`config.mk`:
```
export PLATFORM = sky130hd
export DESIGN_NAME = bfly_pair_feeder
export DESIGN_NICKNAME = d
export VERILOG_FILES = /design/src/rtl/bfly_pair_feeder.sv
export SDC_FILE = /design/constraint.sdc
export NUM_CORES = 1
export LEC_CHECK = 0
export CORE_MARGIN = 4
export CORE_UTILIZATION = 30
export CTS_CLUSTER_SIZE = 10
export DETAILED_ROUTE_END_ITERATION = 10
export PLACE_DENSITY_LB_ADDON = 0.25
export SLEW_MARGIN = 25
export SYNTH_ARGS = -nofsm -noshare
export SYNTH_HDL_FRONTEND = slang
export SYNTH_SLANG_ARGS = --single-unit
export TNS_END_PERCENT = 50
```
`constraint.sdc`:
```
create_clock -name clk -period 7.9 [get_ports clk]
set_input_delay 1.58 -clock clk [delete_from_list [all_inputs] [get_ports clk]]
set_output_delay 1.58 -clock clk [all_outputs]
set_load 0.005 [all_outputs]
```
`src/rtl/bfly_pair_feeder.sv`:
```
// Input-side feeder for the radix-2 butterfly stages. It buffers DIST beats and then pairs each
// buffered beat with the matching beat DIST positions later, giving upper/lower operand pairs.
module bfly_pair_feeder #(
  parameter int unsigned N           = 8,
  parameter int unsigned IN_BIT      = 13,
  parameter int unsigned DIST        = 4,
  parameter int unsigned BLOCK_BEATS = 64
) (
  input  logic                         clk,
  input  logic                         rst,
  input  logic                         din_valid,
  input  logic [N-1:0][IN_BIT-1:0]     din_i,
  input  logic [N-1:0][IN_BIT-1:0]     din_q,
  output logic                         bf_en,
  output logic [N-1:0][IN_BIT-1:0]     pair1_i,
  output logic [N-1:0][IN_BIT-1:0]     pair1_q,
  output logic [N-1:0][IN_BIT-1:0]     pair2_i,
  output logic [N-1:0][IN_BIT-1:0]     pair2_q,
  output logic                         pair_last,
  output logic                         busy
);

  localparam int unsigned Pairs = BLOCK_BEATS / 2;
  localparam int unsigned GW    = (DIST > 1) ? $clog2(DIST) : 1;
  localparam int unsigned PW    = (Pairs > 1) ? $clog2(Pairs) : 1;

  localparam logic [GW-1:0] GrpLast  = GW'(DIST - 1);
  localparam logic [PW-1:0] PairLast = PW'(Pairs - 1);

  typedef logic [N-1:0][IN_BIT-1:0] lanes_t;

  typedef enum logic [0:0] {StFill, StPair} state_e;

  state_e        state_q, state_d;
  logic [GW-1:0] grp_cnt_q, grp_cnt_d;
  logic [PW-1:0] pair_cnt_q, pair_cnt_d;
  logic          bf_en_q, bf_en_d;
  logic          pair_last_q, pair_last_d;
  logic          busy_q, busy_d;
  lanes_t        pair1_i_q, pair1_i_d;
  lanes_t        pair1_q_q, pair1_q_d;
  lanes_t        pair2_i_q, pair2_i_d;
  lanes_t        pair2_q_q, pair2_q_d;

  // Buffer contents are don't-care after reset, so no reset on this storage.
  lanes_t buf_i_q [DIST];
  lanes_t buf_q_q [DIST];

  always_comb begin
    state_d     = state_q;
    grp_cnt_d   = grp_cnt_q;
    pair_cnt_d  = pair_cnt_q;
    bf_en_d     = 1'b0;
    pair_last_d = 1'b0;
    pair1_i_d   = pair1_i_q;
    pair1_q_d   = pair1_q_q;
    pair2_i_d   = pair2_i_q;
    pair2_q_d   = pair2_q_q;

    if (din_valid) begin
      grp_cnt_d = (grp_cnt_q == GrpLast) ? '0 : grp_cnt_q + 1'b1;
      unique case (state_q)
        StFill: begin
          if (grp_cnt_q == GrpLast) state_d = StPair;
        end
        StPair: begin
          bf_en_d     = 1'b1;
          pair1_i_d   = buf_i_q[grp_cnt_q];
          pair1_q_d   = buf_q_q[grp_cnt_q];
          pair2_i_d   = din_i;
          pair2_q_d   = din_q;
          pair_last_d = (pair_cnt_q == PairLast);
          pair_cnt_d  = (pair_cnt_q == PairLast) ? '0 : pair_cnt_q + 1'b1;
          if (grp_cnt_q == GrpLast) state_d = StFill;
        end
        default: state_d = StFill;
      endcase
    end

    busy_d = (grp_cnt_d != '0) || (state_d == StPair) || (pair_cnt_d != '0);
  end

  always_ff @(posedge clk) begin
    if (rst) begin
      state_q     <= StFill;
      grp_cnt_q   <= '0;
      pair_cnt_q  <= '0;
      bf_en_q     <= 1'b0;
      pair_last_q <= 1'b0;
      busy_q      <= 1'b0;
      pair1_i_q   <= '0;
      pair1_q_q   <= '0;
      pair2_i_q   <= '0;
      pair2_q_q   <= '0;
    end else begin
      state_q     <= state_d;
      grp_cnt_q   <= grp_cnt_d;
      pair_cnt_q  <= pair_cnt_d;
      bf_en_q     <= bf_en_d;
      pair_last_q <= pair_last_d;
      busy_q      <= busy_d;
      pair1_i_q   <= pair1_i_d;
      pair1_q_q   <= pair1_q_d;
      pair2_i_q   <= pair2_i_d;
      pair2_q_q   <= pair2_q_d;
    end
  end

  always_ff @(posedge clk) begin
    if (!rst && din_valid && (state_q == StFill)) begin
      buf_i_q[grp_cnt_q] <= din_i;
      buf_q_q[grp_cnt_q] <= din_q;
    end
  end

  assign bf_en     = bf_en_q;
  assign pair_last = pair_last_q;
  assign busy      = busy_q;
  assign pair1_i   = pair1_i_q;
  assign pair1_q   = pair1_q_q;
  assign pair2_i   = pair2_i_q;
  assign pair2_q   = pair2_q_q;

endmodule

```
**Word-level counts from Yosys, hierarchy flattened**

Memories as Yosys holds them, arrays and structs flattened. A register that Yosys moved wholly into a read port is not among the register bits.
Index checks and enable logic that the tools add are counted.
Widths: inputs -> output; s select.

- Add/sub/neg operators: 2
- Equality and inequality tests: 2
- Multiplexer cells: 12
- Bitwise logic cells: 2
- Reductions and logical operators: 10

Operators by type and width:

| cell | number |
|---|---|
| $mux 5 | 3 |
| $mux 1 | 6 |
| $add 5x1->5 const B | 1 |
| $eq 5x5->1 const B | 1 |
| $reduce_bool 5->1 | 1 |
| $mux 2 | 2 |
| $reduce_or 3->1 | 1 |
| $add 2x1->2 const B | 1 |
| $eq 2x2->1 const B | 1 |
| $logic_and 1x1->1 | 2 |
| $logic_or 1x1->1 | 2 |
| $not 1->1 | 2 |
| $pmux 1 s2 | 1 |
| $reduce_and 2->1 | 1 |
| $reduce_bool 2->1 | 1 |
| $reduce_or 2->1 | 1 |
| $logic_not 1->1 | 1 |

- Register bits after elaboration: 219
- RAM bits: 832
- Bits of input ports: 211
- Output and inout port bits: 419
- Memories: 2

Memory list:

| memory | words | width | rd ports | clocked after Yosys merged registers in | write ports | line | text |
|---|---|---|---|---|---|---|---|
| buf_i_q | 4 | 104 | 1 | 1 | 1 | 46 | `lanes_t buf_i_q [DIST];` |
| buf_q_q | 4 | 104 | 1 | 1 | 1 | 47 | `lanes_t buf_q_q [DIST];` |

**Longest topological paths before layout**

Gate-level depths: netlist of run 1.

- Depth after elaboration: 6
- Gate-level depth with buffers: 8
- Depth with buffers taken out: 7

**Worst setup path before layout of run 1**

OpenSTA, ideal clock, no wires.

- Kind: input port to flip-flop
- From: input din_valid
- To: memory buf_i_q[2][0] (netlist bit), enable pin
- Setup time: 0.594 ns
- Arrival: 6.819 ns
- Data required time: 7.306 ns
- Setup slack: 0.487 ns
- Stages: 3
- Path buffers: 1
- Cells stage by stage: buf_2 -> nor3b_1 -> and2_1

- Word-level cells in the longest chain between the ends: 4

RTL lines:

| item | line | text |
|---|---|---|
| start: declaration | 11 | `input logic din_valid,` |
| $logic_and 1x1->1 (2 in series) | 110 | `if (!rst && din_valid && (state_q == StFill)) begin` |
| $mux 1 | 110 |  |
| $mux 1 (not written as such) | 111 | `buf_i_q[grp_cnt_q] <= din_i;` |
| end: declaration | 46 |  |

No other way between the ends.

**Final worst setup path of run 1**

- From: input din_valid
- To: memory buf_q_q[3][7] (netlist bit), enable pin

- Word-level cells in the longest chain between the ends: 4

RTL lines:

| item | line | text |
|---|---|---|
| $logic_and 1x1->1 (2 in series) | 110 |  |
| $mux 1 | 110 |  |
| $mux 1 (not written as such) | 112 | `buf_q_q[grp_cnt_q] <= din_q;` |
| end: declaration | 47 |  |

No other way between the ends.

==> results of run 1 <==
-- tightest hold or removal path, cell delays in order (launching register included) --
cell,delay [ns]
dfxtp_1,0.30
nand2_1,0.05
a21oi_1,0.05
-- power by group through the flow --
stage          combinational [W]  sequential [W]  clock, W
6_report                0.000656         0.00717   0.00631
5_1_grt                 0.000714         0.00718   0.00683
4_1_cts                 0.000680         0.00717   0.00654
3_5_place_dp            0.000678         0.00731         0
3_3_place_gp            0.000678         0.00731         0
2_1_floorplan           0.000370         0.00732         0
-- worst min-delay path by stage --
stage                            from          end
after floorplan            pair1_i[0]   pair1_i[0]
after global placement    pair2_i[10]  pair2_i[10]
after global routing      pair1_q[84]  pair1_q[84]
after detailed placement  pair2_i[51]  pair2_i[51]
final                     pair1_q[77]  pair1_q[77]
after CTS                 pair2_i[51]  pair2_i[51]
-- cell families (layout without fill, tap and decap cells) --
group,Yosys count,after routing,share of synthesized area (%)
flip-flops,1259,1259,74.8
AO/OA/AOI/OAI,429,429,4.84
multiplexers,211,211,10.5
other,0,4,0
AND/OR/NAND/NOR,862,862,7.31
XOR/XNOR,1,1,0.0195
buffers and inverters,191,933,2.40
adder cells (fa/ha/maj),6,6,0.167
-- state kept, by name, indices dropped and copies added, names as in the netlist --
signal	count
pair_cnt_q	5
pair1_i	104
grp_cnt_q	2
pair_last	1
bf_en	1
busy	1
buf_i_q	416
pair1_q	104
pair2_i	104
state_q	1
pair2_q	104
buf_q_q	416
-- through the flow --
step	utilization (%)	worst slack (ns)	instance area, µm²
floorplan	-	0.487	44900
global placement	35.7	3.36	52900
detailed placement	35.7	3.29	52900
CTS	38.7	4.12	57400
global route	38.7	3.97	57400
finish	38.7	4.04	57400
-- area by class of cell --
class	count	area (µm²)	area share, %
multi-input cells	1509	10300	17.9
clock inverters	18	268	0.466
flip-flops and latches	1259	33500	58.4
diodes	4	10.0	0.0174
repair buffers	654	6680	11.6
clock buffers	259	4220	7.36
inverters	2	7.51	0.0131
well taps	1930	2410	4.21
-- cells in the mapped netlist --
cell | count | area, µm²
edfxtp_1 | 832 | 25000
buf_8 | 12 | 180
nand2_2 | 1 | 6.26
buf_2 | 111 | 556
buf_1 | 5 | 18.8
nand3b_1 | 1 | 7.51
buf_4 | 3 | 22.5
buf_6 | 8 | 90.1
a41oi_1 | 1 | 8.76
o2111ai_1 | 1 | 8.76
mux4_2 | 208 | 4680
mux2i_1 | 3 | 30.0
o31ai_1 | 1 | 7.51
nand3_1 | 1 | 5.00
nand2_1 | 838 | 3150
nor3b_1 | 1 | 7.51
ha_1 | 6 | 75.1
and3b_1 | 1 | 8.76
nor2b_1 | 1 | 6.26
and2_1 | 6 | 37.5
and3_1 | 1 | 6.26
a21oi_1 | 422 | 2110
a221o_1 | 1 | 10.0
inv_1 | 2 | 7.51
a2bb2oi_1 | 1 | 8.76
nor3_1 | 1 | 5.00
o2bb2ai_1 | 1 | 8.76
clkbuf_1 | 49 | 184
o21ai_0 | 1 | 5.00
dfxtp_1 | 427 | 8550
nor4b_1 | 1 | 8.76
nor2_1 | 9 | 33.8
xor2_1 | 1 | 8.76
buf_12 | 1 | 20.0
-- routing by layer --
layer  share of wire (%)  vias up
met3                 6.8      170
li1                    -    12054
met5               0.023        -
met1                  44    13157
met4                 2.4        4
met2                  47      664
==> results.sh, run 1 <==
export IMPL_use_met3_pct=4.46
export IMPL_clock_latency_ns=0.75
export IMPL_cts_root_buf="clkbuf_16"
export IMPL_swShare_pct=21.3
export IMPL_postRouteAntennaNets=0
export IMPL_r2r_start="grp_cnt_q[1]"
export IMPL_clockPowerShare_pct=44.6
export IMPL_die_w_um=395
export IMPL_hpwl_mm=66.2
export IMPL_drt_first_pass_iters=6
export IMPL_clockBufferDepth=3
export IMPL_fin_worst_skew_ns=0.0322
export IMPL_hold_buffers=0
export IMPL_synthToLayoutAreaGrowth_pct=28.0
export IMPL_hold_viol_final=0
export IMPL_post_cts_setup_buffers=0
export IMPL_final_nets=3791
export IMPL_path_clk_slew_ns=0.05
export IMPL_cp_max_fo=86
export IMPL_mappedNetlistArea_mm2=0.0449
export IMPL_synth_warnings=0
export IMPL_p_switching_w=0.00301
export IMPL_ys_types=34
export IMPL_slowest_delay_ns=0.82
export IMPL_tns_ns=0
export IMPL_port_buffers=629
export IMPL_arrival_ns=4.22
export IMPL_fmax_mhz=259
export IMPL_tightest_slew_ns=1.05
export IMPL_mostFrequentLayoutCell="nand2_1"
export IMPL_cts_resized=0
export IMPL_grt_ovfl_total=0
export IMPL_boundaryPins=630
export IMPL_grtUsageTotal_pct=14.5
export IMPL_power_density_mw_per_mm2=246
export IMPL_seqPwrFrac_pct=50.7
export IMPL_peakVddDrop_mv=0.150
export IMPL_worst_setup_path_start_kind="primary input"
export IMPL_comb_power_share_pct=4.6
export IMPL_wl_per_cell_um=20.5
export IMPL_rsz0062_at_grt="no"
export IMPL_final_fill_count=13984
export IMPL_grtUsageMet2_pct=23.1
export IMPL_cts_buffers=148
export IMPL_vias=26049
export IMPL_crit_chain="clkdlybuf4s50_1, nor3b_1, and2_4, buf_12"
export IMPL_avgSynthCellArea_um2=15.2
export IMPL_cts_tree="done"
export IMPL_htree_levels=4
export IMPL_r2r_slack_ns=4.80
export IMPL_crit_path_end="buf_q_q[3][7]"
export IMPL_drc=0
export IMPL_die_height_um=395
export IMPL_cp_required_ns=8.25
export IMPL_cp_top_family="buffers and inverters"
export IMPL_worstSetupStartpoint="din_valid"
export IMPL_layout_drive_gt1_share_pct=11.2
export IMPL_grt_pass1_wl_mm=174
export IMPL_viasPerCell=4.62
export IMPL_p_int_w=0.0111
export IMPL_cpMaxStageDelayCell="clkdlybuf4s50_1"
export IMPL_finalPower_w=0.0141
export IMPL_period_share_pct=48.9
export IMPL_synth_nets=3176
export IMPL_ys_seq_area_share_pct=74.8
export IMPL_status="finished, final reports clean"
export IMPL_ff2ff_path_depth=5
export IMPL_cap_violations=0
export IMPL_path_class="in2reg"
export IMPL_cp_depth=4
export IMPL_use_met1_pct=19.2
export IMPL_initial_core_util_pct=30.3
export IMPL_hold_class="reg2reg"
export IMPL_leakagePower_nw=17.7
export IMPL_grt_busiest_layer="met2"
export IMPL_antenna_found_initial=4
export IMPL_wirelength_mm=115
export IMPL_hold_depth=2
export IMPL_rr_endpoint="pair1_i[13]"
export IMPL_cts_sinks=1259
export IMPL_whs_ns=0.450
export IMPL_dp_cells=5354
export IMPL_maxSlewHeadroom_pct=30.1
export IMPL_final_cells=5635
export IMPL_grt_max_degree=161
export IMPL_crit_buf_inv=2
export IMPL_drt_iter0_drc=1379
export IMPL_die_area_mm2=0.156
export IMPL_synth_seq_cells=1259
export IMPL_fin_crit_ns=3.86
export IMPL_final_cell_mix="nand2_1, edfxtp_1, clkdlybuf4s50_1, dfxtp_1, a21oi_1"
export IMPL_finalMaxSlewViolations=0
export IMPL_critPathCaptureType="register"
export IMPL_core_mm2=0.148
export IMPL_rows=141
export IMPL_first_global_vias=26780
export IMPL_gp_congestion=0.729
export IMPL_synth_cells=2959
export IMPL_setup_viol=0
Power figures use the tool's default switching activity.
==> run 2: changes to the inputs <==
==> constraint.sdc (replaced) <==
create_clock -name clk -period 3.8 [get_ports clk]
set_input_delay 0.76 -clock clk [delete_from_list [all_inputs] [get_ports clk]]
set_output_delay 0.76 -clock clk [all_outputs]
set_load 0.005 [all_outputs]
==> run 2 against run 1 <==
Register-to-register slack lost 3.3 ns. Worst setup slack lost 2.8 ns. First-iteration DRC count grew 12%. Final cell count grew 0.99%. Routed wire length grew 4.3%. Power grew 110%. Sequential power grew 110%. Die area is the same. Worst hold slack lost 0.070 ns. Flip-flop and latch count is the same. Core utilization grew 0.53 points. Sequential share of layout area shrank 0.79 points. Critical path type is now reg2out.
==> results.sh, run 2 (synthesized netlist as in run 1, its figures left out) <==
export IMPL_hold_depth=2
export IMPL_vias=26561
export IMPL_critPathCaptureType="output pin"
export IMPL_cp_max_fo=2
export IMPL_die_area_mm2=0.156
export IMPL_finalMaxSlewViolations=0
export IMPL_drc=0
export IMPL_status="finished, final reports clean"
export IMPL_path_class="reg2out"
export IMPL_crit_buf_inv=1
export IMPL_period_share_pct=66.5
export IMPL_regArea_mm2=0.0335
export IMPL_whs_endpoint="pair2_q[7]"
export IMPL_tns_ns=0
export IMPL_peakVddDrop_mv=0.327
export IMPL_grtUsageTotal_pct=15.2
export IMPL_boundaryPins=630
export IMPL_rsz0062_at_grt="no"
export IMPL_hold_buffers=0
export IMPL_wirelength_mm=120
export IMPL_wl_per_cell_um=21.1
export IMPL_hold_viol_final=0
export IMPL_die_height_um=395
export IMPL_r2r_slack_ns=1.52
export IMPL_tightest_slew_ns=0.975
export IMPL_hpwl_mm=77.3
export IMPL_port_buffers=629
export IMPL_path_clk_slew_ns=0.05
export IMPL_setup_ws_ns=1.27
export IMPL_cts_tree="done"
export IMPL_layout_drive_gt1_share_pct=12.6
export IMPL_multi_input_area_mm2=0.0103
export IMPL_r2r_start="state_q"
export IMPL_rows=141
export IMPL_largestRegisters="buf_i_q: 416 flops, buf_q_q: 416 flops"
export IMPL_die_w_um=395
export IMPL_grt_ovfl_total=0
export IMPL_crit_chain="clkdlybuf4s50_1"
export IMPL_cp_top_family="buffers and inverters"
export IMPL_antenna_found_initial=8
export IMPL_grt_max_degree=163
export IMPL_cts_resized=0
export IMPL_finish_utilization_pct=39.3
export IMPL_drt_iter0_drc=1546
export IMPL_final_cell_mix="nand2_1, edfxtp_1, clkdlybuf4s50_1, dfxtp_1, a21oi_1"
export IMPL_grt_pass1_wl_mm=180
export IMPL_leakagePower_nw=18.1
export IMPL_viasPerCell=4.67
export IMPL_core_mm2=0.148
export IMPL_cts_buffers=149
export IMPL_rr_endpoint="buf_i_q[1][78]"
export IMPL_cts_sinks=1259
export IMPL_place_ws_ns=0.671
export IMPL_fin_crit_ns=2.53
export IMPL_fmax_mhz=395
export IMPL_post_cts_setup_buffers=0
export IMPL_synthToLayoutAreaGrowth_pct=29.8
export IMPL_maxSlewHeadroom_pct=35.0
export IMPL_worstHoldStart="rst"
export IMPL_power_density_mw_per_mm2=510
export IMPL_worst_setup_path_start_kind="register"
export IMPL_cts_root_buf="clkbuf_16"
export IMPL_dp_cells=5412
export IMPL_cp_required_ns=3.04
export IMPL_slowest_delay_ns=0.70
export IMPL_postRouteAntennaNets=0
export IMPL_final_nets=3850
export IMPL_cpMaxStageDelayCell="clkdlybuf4s50_1"
export IMPL_final_fill_count=13849
export IMPL_ff2ff_path_depth=3
export IMPL_htree_levels=4
export IMPL_mostFrequentLayoutCell="nand2_1"
export IMPL_final_cells=5691
export IMPL_clock_latency_ns=0.75
export IMPL_initial_core_util_pct=30.3
export IMPL_fin_worst_skew_ns=0.0452
export IMPL_arrival_ns=1.77
export IMPL_setup_viol=0
export IMPL_hold_class="in2reg"
export IMPL_drt_first_pass_iters=5
export IMPL_first_global_vias=27318
export IMPL_gp_congestion=0.723
export IMPL_cap_violations=0
export IMPL_clockBufferDepth=3
==> run 2: cell count changes in the layout (fill, tap and decap cells not counted), moves of 2 or more <==
| cell | change |
|---|---|
| buf_4 | +35 |
| clkbuf_8 | -3 |
| buf_12 | +23 |
| clkinv_16 | +2 |
| inv_6 | -3 |
| clkbuf_16 | +4 |
| clkbuf_1 | -3 |
==> run 2: worst max-delay path by stage <==
stage / startpoint / end / slack [ns] / cells after the start
6_report: pair1_i[73] / pair1_i[73] / 1.27 / 1
2_1_floorplan: din_valid / buf_i_q[0][0] / -0.47 / 3
3_3_place_gp: din_valid / buf_i_q[1][80] / 0.68 / 4
5_1_grt: pair1_q[9] / pair1_q[9] / 1.08 / 1
3_5_place_dp: din_valid / buf_i_q[1][80] / 0.67 / 4
4_1_cts: pair1_i[73] / pair1_i[73] / 1.14 / 1
==> run 2: where the power goes <==
part | switching [W] | internal, W | total (W) | leakage (nW)
combinational | 0.000782 | 0.000678 | 0.00146 | 4.92
clock | 0.00555 | 0.00774 | 0.0133 | 2.16
sequential | 0.0000678 | 0.0148 | 0.0149 | 11.0
==> run 2: through the flow <==
step	total power, W	cell area, µm²	hold WS, ns
after floorplan	0.0160	44900	0.453
after global placement	0.0167	53600	0.441
after detailed placement	0.0167	53600	0.446
after CTS	0.0302	58200	0.299
after global routing	0.0309	58200	0.333
final	0.0297	58200	0.380
==> run 2: layout make-up <==
class,instances,share of cell area (%)
Clock inverter,19,0.499
Clock buffer,257,7.34
Timing Repair Buffer,712,12.7
Sequential cell,1259,57.6
Tap cell,1930,4.15
Inverter,2,0.0129
Multi-Input combinational cell,1509,17.6
Antenna cell,3,0.0129
==> run 2: per-layer routing <==
layer  share of wire (%)  vias to the layer above  wire length, µm  global-route usage (%)
li1                    -                    12179                -                       -
met1                  45                    13429            53800                    20.7
met2                  46                      782            55200                    23.4
met3                 7.5                      165             8970                    4.78
met4                 2.0                        6             2370                    4.04
met5               0.028                        -               34                       0
